`src/rtl/seq_pkg.sv`:
```
// Shared types and constants for the serial pattern generator and its
// optional "101" self-check counter.
package seq_pkg;

    localparam int WORD_W_DEF = 8;
    localparam int REP_W_DEF  = 4;

    localparam logic [2:0] DET_PATTERN = 3'b101;

    typedef enum logic [1:0] {
        IDLE = 2'd0,
        SEND = 2'd1,
        DONE = 2'd2
    } state_e;

    function automatic logic [7:0] sat_inc8(input logic [7:0] v);
        if (v == 8'hFF) begin
            return v;
        end else begin
            return v + 8'd1;
        end
    endfunction

endpackage

```
`src/rtl/seq_match_cnt.sv`:
```
// Saturating counter of overlapping DET_PATTERN occurrences in a bit stream;
// the pattern only matches once two earlier valid bits are in the history.
module seq_match_cnt
    import seq_pkg::*;
(
    input  logic       clk,
    input  logic       reset,
    input  logic       clr,
    input  logic       in_bit,
    input  logic       bit_valid,
    output logic [7:0] count
);

    logic [1:0] hist_q;
    logic [1:0] fill_q;
    logic [7:0] count_q;

    // History shift register, fill tracking and match counter.
    always_ff @(posedge clk) begin
        if (reset || clr) begin
            hist_q  <= 2'b00;
            fill_q  <= 2'b00;
            count_q <= 8'd0;
        end else if (bit_valid) begin
            if (fill_q == 2'b11 && {hist_q, in_bit} == DET_PATTERN) begin
                count_q <= sat_inc8(count_q);
            end
            hist_q <= {hist_q[0], in_bit};
            fill_q <= {fill_q[0], 1'b1};
        end
    end

    assign count = count_q;

endmodule

```
`src/rtl/seq_gen.sv`:
```
// Serial pattern generator: sends the low len bits of a word MSB-first,
// rep+1 times back to back. Optional det_count under SEQ_GEN_SELFCHECK_EN.
module seq_gen
    import seq_pkg::*;
#(
    parameter int WORD_W = WORD_W_DEF,
    parameter int REP_W  = REP_W_DEF
) (
    input  logic                  clk,
    input  logic                  reset,
    input  logic                  load_valid,
    output logic                  load_ready,
    input  logic [WORD_W-1:0]     load_data,
    input  logic [$clog2(WORD_W):0] load_len,
    input  logic [REP_W-1:0]      load_rep,
    output logic                  x,
    output logic                  x_valid,
    output logic                  busy,
    output logic                  done
`ifdef SEQ_GEN_SELFCHECK_EN
    ,
    output logic [7:0]            det_count
`endif
);

    localparam int                LEN_W    = $clog2(WORD_W) + 1;
    localparam logic [LEN_W-1:0]  WORD_LEN = LEN_W'(WORD_W);
    localparam logic [LEN_W-1:0]  ONE_L    = LEN_W'(1);
    localparam logic [WORD_W-1:0] ONE_W    = WORD_W'(1);

    state_e             state_q;
    logic [WORD_W-1:0]  data_q;
    logic [LEN_W-1:0]   len_q;
    logic [LEN_W-1:0]   idx_q;
    logic [REP_W-1:0]   rep_q;
    logic               x_q;
    logic               x_valid_q;
    logic               busy_q;
    logic               done_q;
    logic               load_ready_q;

    logic               accept;
    logic [LEN_W-1:0]   eff_len;
    logic [LEN_W-1:0]   idx_d;
    logic [WORD_W-1:0]  load_mask;
    logic [WORD_W-1:0]  data_mask;

    // Handshake, length clamping and next-bit selection.
    always_comb begin
        accept = load_valid && load_ready_q;
        if (load_len == '0 || load_len > WORD_LEN) begin
            eff_len = WORD_LEN;
        end else begin
            eff_len = load_len;
        end
        // Bit 0 wraps back to the top bit for the next repetition.
        if (idx_q != '0) begin
            idx_d = idx_q - ONE_L;
        end else begin
            idx_d = len_q - ONE_L;
        end
        load_mask = ONE_W << (eff_len - ONE_L);
        data_mask = ONE_W << idx_d;
    end

    // Main FSM with registered outputs.
    always_ff @(posedge clk) begin
        if (reset) begin
            state_q      <= IDLE;
            data_q       <= '0;
            len_q        <= '0;
            idx_q        <= '0;
            rep_q        <= '0;
            x_q          <= 1'b0;
            x_valid_q    <= 1'b0;
            busy_q       <= 1'b0;
            done_q       <= 1'b0;
            load_ready_q <= 1'b1;
        end else begin
            case (state_q)
                IDLE: begin
                    if (accept) begin
                        state_q      <= SEND;
                        data_q       <= load_data;
                        len_q        <= eff_len;
                        idx_q        <= eff_len - ONE_L;
                        rep_q        <= load_rep;
                        x_q          <= |(load_data & load_mask);
                        x_valid_q    <= 1'b1;
                        busy_q       <= 1'b1;
                        load_ready_q <= 1'b0;
                    end else begin
                        x_q          <= 1'b0;
                        x_valid_q    <= 1'b0;
                        busy_q       <= 1'b0;
                        load_ready_q <= 1'b1;
                    end
                    done_q <= 1'b0;
                end
                SEND: begin
                    if (idx_q == '0 && rep_q == '0) begin
                        state_q   <= DONE;
                        x_q       <= 1'b0;
                        x_valid_q <= 1'b0;
                        done_q    <= 1'b1;
                    end else begin
                        if (idx_q == '0) begin
                            rep_q <= rep_q - REP_W'(1);
                        end
                        idx_q <= idx_d;
                        x_q   <= |(data_q & data_mask);
                    end
                end
                DONE: begin
                    state_q      <= IDLE;
                    done_q       <= 1'b0;
                    busy_q       <= 1'b0;
                    load_ready_q <= 1'b1;
                end
                default: begin
                    state_q      <= IDLE;
                    x_q          <= 1'b0;
                    x_valid_q    <= 1'b0;
                    busy_q       <= 1'b0;
                    done_q       <= 1'b0;
                    load_ready_q <= 1'b1;
                end
            endcase
        end
    end

    assign load_ready = load_ready_q;
    assign x          = x_q;
    assign x_valid    = x_valid_q;
    assign busy       = busy_q;
    assign done       = done_q;

`ifdef SEQ_GEN_SELFCHECK_EN
    seq_match_cnt u_match_cnt (
        .clk       (clk),
        .reset     (reset),
        .clr       (accept),
        .in_bit    (x_q),
        .bit_valid (x_valid_q),
        .count     (det_count)
    );
`endif

endmodule

```
`config.mk`:
```
export PLATFORM = sky130hd
export DESIGN_NAME = seq_gen
export DESIGN_NICKNAME = d
export VERILOG_FILES = /design/src/rtl/seq_pkg.sv /design/src/rtl/seq_match_cnt.sv /design/src/rtl/seq_gen.sv
export SDC_FILE = /design/constraint.sdc
export NUM_CORES = 1
export LEC_CHECK = 0
export BUFFER_PORTS_ARGS = -buffer_cell sky130_fd_sc_hd__buf_2
export CAP_MARGIN = 20
export CORE_UTILIZATION = 35
export CTS_CLUSTER_SIZE = 25
export DETAILED_ROUTE_END_ITERATION = 16
export PLACE_DENSITY = 0.56
export SLEW_MARGIN = 40
export SYNTH_ARGS = -nofsm -noshare
export SYNTH_HDL_FRONTEND = slang
export SYNTH_SLANG_ARGS = --single-unit
```
`constraint.sdc`:
```
create_clock -name clk -period 2.2 [get_ports clk]
set_input_delay 0.22 -clock clk [delete_from_list [all_inputs] [get_ports clk]]
set_output_delay 0.22 -clock clk [all_outputs]
set_load 0.05 [all_outputs]
```
==> impl_results.md <==
- Vias per Instance: between 5 and 6
- Die X: a little under 70 um
- Die ar.: 4520 sq um
- Max Cap Viol: 0
- Largest net degree at the start of global routing: 30
- Share of cells above drive strength 1: 0.207
- H-tree depth: 1
- # Post-CTS Setup Buffers: 0
- Reg2reg setup slack: around 0.25 ns
- Synthesized instance count: between 150 and 200
- TritonRoute pass-1 iters: 4
- Max Used Layer: met4
- Largest area contributor in the netlist: dfxtp_1
- Syn Nets: 205
- Post-route non-filler standard cell count: between 200 and 250
- Core Util, Final: 0.426
- Hold path endpoint: data_q[1]$_SDFFE_PP0P_
- Worst Path Arrival: around 2.1 ns
- Vias in the first global route: ~1200
- Pwr dens: 884 nW/um^2
- Drt first-iter violations: roughly 60
- Seq/Total Area, Yosys: 0.363
- Core area: 4030 sq um
- Critical Path Sink Type: flip-flop
- Peak supply drop: ~260 uV
- Boundary Pins: 24
- TNS Setup: 0 ns
- CP Launch Type: flip-flop
- Sequential share of power: 0.411
- Layout area overhead: 15.2%
- Crit share post-route: 0.885
- HP Class: primary input to flip-flop
- Synth Area in Adders: 0.101
- Worst-Margin Slew: between 0.5 and 0.6 ns
- R2r endpoint: x$_SDFFE_PP0P_
- CP max FO: 6
- Via count: roughly 1300
- R2R Path Start: idx_q[1]$_SDFFE_PP0P_
- Synth top area share: 0.363
- Switching portion of total power: 0.385
- # DRC: 0
- Slew Viols, Final: 0
- Worst Hold Depth: 3
- Synth Flop Type: dfxtp_1
- EDFF count, synth: 0
- Global route overflow: 0
- Largest family of logic cells by synthesized area: simple AND/OR/NAND/NOR gates
- Fmax: ~500 MHz
- Met2 Routed Length: 1.56 mm
- # setup viols final: 0
- Site Rows: 23
- Cts hold-fix bufs: 0
- Worst-Skew Late Latency: about 0.28 ns
- Cts repair resizes: 0
- Slew HR: 0.646
- #FFs+latches synth: 27
- Net Sw Power: 0.584 mW
- WP buf/inv: 1
- Slowest stage delay, CP: around 0.47 ns
- # port buffers: 23
- Initial antenna violation count: 0
- Synthesized area per cell: 8.56 sq um
- First-pass GRT wire length: between 5 and 6 mm
- # diodes: 0
- GPL Wtd Cong: between 0.8 and 0.9
- Lkg Pwr: between 0.6 and 0.7 nW
- Ys async rst share: 0
- Worst path top cell family by delay: compound AO/OA/AOI/OAI gates
- Cell area after synthesis: 1490 sq um
- Antenna Nets Post-Route: 0
- Routed wire length: 3.55 mm
- Synth Warn #: 0
- Post-Route Skew: around 0.005 ns
- Initial Util: 0.370
- Clk slew on worst S/H paths: ~0.10 ns
- Outcome: finished clean
- Comb pwr share: 0.393
- Metal1 wirelength: ~1.8 mm
- Post-Synth XOR/XNOR Area: 0.0118
- Unrepaired setup endpoints after global routing: no
- Clock share of power: 0.196
- Commonest non-fill, non-tap cell in the layout: dfxtp_1
- Drt wl/cell: approximately 14 um
- Count of different cell masters after synthesis: 38
- Post-DP HPWL: roughly 2.6 mm
- TritonCTS buffer count: 3
- Power Internal: between 0.9 and 1 mW
- CTS tree: built
- GR Util All Layers: 0.168
- Placed cells: 244
- Final Hold Fails: 0
- Bufs on Longest Clock Path: 2
- Met3 wire len: about 150 um
- Slowest-stage cell, CP: dfxtp_1
- Clock Tree Root: clkbuf_8
- Dpl ws: roughly 0.26 ns
- Clk sinks: 27
- Synth Area in Compound Gates: 0.212
- Post-layout minimum cycle time: 1.95 ns
- Post-synthesis mux area share: 0.00756
- Largest cells by area after synthesis: dfxtp_1 36%, ha_1 10%, a21oi_1 7.4%
- Commonest non-fill, non-tap cells in the layout: 27 x dfxtp_1, 24 x nand2_1, 23 x buf_2, 22 x a21oi_1, 12 x ha_1
- Min-delay src: load_data[1]
- FF-to-FF path depth: 8
- Worst Hold Margin: about 0.19 ns
- Req. time, crit path: ~2.4 ns
- Crit path cell chain: nor4_4 > a21oi_1 > inv_1 > ha_1 > a22o_1 > a221oi_1 > mux2_1 > o22ai_1
- Setup ws final: approximately 0.25 ns
- Fin nets: 230
- Simple-gate portion of the synthesized area: 0.266
- CP Class: flip-flop to flip-flop
- Die H: around 67 um
==> synthesized netlist by cell type (5+ instances only) <==
| cell type | instances |
|---|---|
| a21oi_1 | 22 |
| nand2b_1 | 5 |
| nor2_1 | 10 |
| dfxtp_1 | 27 |
| nor3_1 | 7 |
| nand2_1 | 24 |
| inv_1 | 6 |
| ha_1 | 12 |
==> area by class of cell <==
class	instances	area [sq um]
tap	50	62.6
fill	445	2310
multi-input combinational	133	891
sequential	27	541
inverter	6	22.5
timing repair buffer	28	153
clock inverter	1	5.00
clock buffer	3	41.3
==> how the worst max path moves through the flow <==
stage | from | to | slack, ns | cells after the start
after global placement | idx_q[3]$_SDFFE_PP0P_ | x$_SDFFE_PP0P_ | 0.34 | 8
final | idx_q[1]$_SDFFE_PP0P_ | x$_SDFFE_PP0P_ | 0.25 | 8
after floorplan | idx_q[3]$_SDFFE_PP0P_ | x$_SDFFE_PP0P_ | 0.28 | 7
after CTS | idx_q[1]$_SDFFE_PP0P_ | x$_SDFFE_PP0P_ | 0.24 | 8
after detailed placement | idx_q[1]$_SDFFE_PP0P_ | x$_SDFFE_PP0P_ | 0.26 | 8
after global routing | idx_q[1]$_SDFFE_PP0P_ | x$_SDFFE_PP0P_ | 0.07 | 8
==> power groups by stage <==
stage	clock network, mW	registers [mW]	logic, mW
detailed placement	0	0.634	0.596
global route	0.321	0.632	0.665
CTS	0.297	0.622	0.599
floorplan	0	0.655	0.419
finish	0.297	0.623	0.596
global placement	0	0.630	0.581
==> metrics by stage <==
| stage | cell area [sq um] | power (mW) |
|---|---|---|
| after floorplan | 1490 | 1.07 |
| after global placement | 1670 | 1.21 |
| after detailed placement | 1670 | 1.23 |
| after CTS | 1720 | 1.52 |
| after global routing | 1720 | 1.62 |
| final | 1720 | 1.52 |
==> flip-flops by register name, indices dropped and copies added, names as in the netlist <==
name and count:
data_q 8, idx_q 4, len_q 4, rep_q 4, state_q 2, busy 1
done 1, load_ready 1, x 1, x_valid 1
==> per-layer routing <==
metal | global-route usage | up-vias
met2 | 0.261 | 33
li1 | - | 668
met5 | 0 | -
met1 | 0.235 | 628
met3 | 0.0203 | 4
met4 | 0.0665 | 0
==> worst reg2reg max path, delay by kind of cell, from the launching register on <==
kind	cells	cell delay, ns
adder cells (fa/ha/maj)	1	0.21
multiplexers	1	0.17
AO/OA/AOI/OAI	4	0.79
AND/OR/NAND/NOR	1	0.08
buffers and inverters	1	0.11
flip-flops	1	0.47
==> kinds of logic after synthesis <==
kind of cell	Yosys count
and+or+nand+nor	70
AOI/OAI and AO/OA	48
DFF	27
buffers and inverters	14
adders and majority gates	12
xor gates and xnor gates	2
muxes	1
No activity file was read; power rests on OpenSTA's default activity.
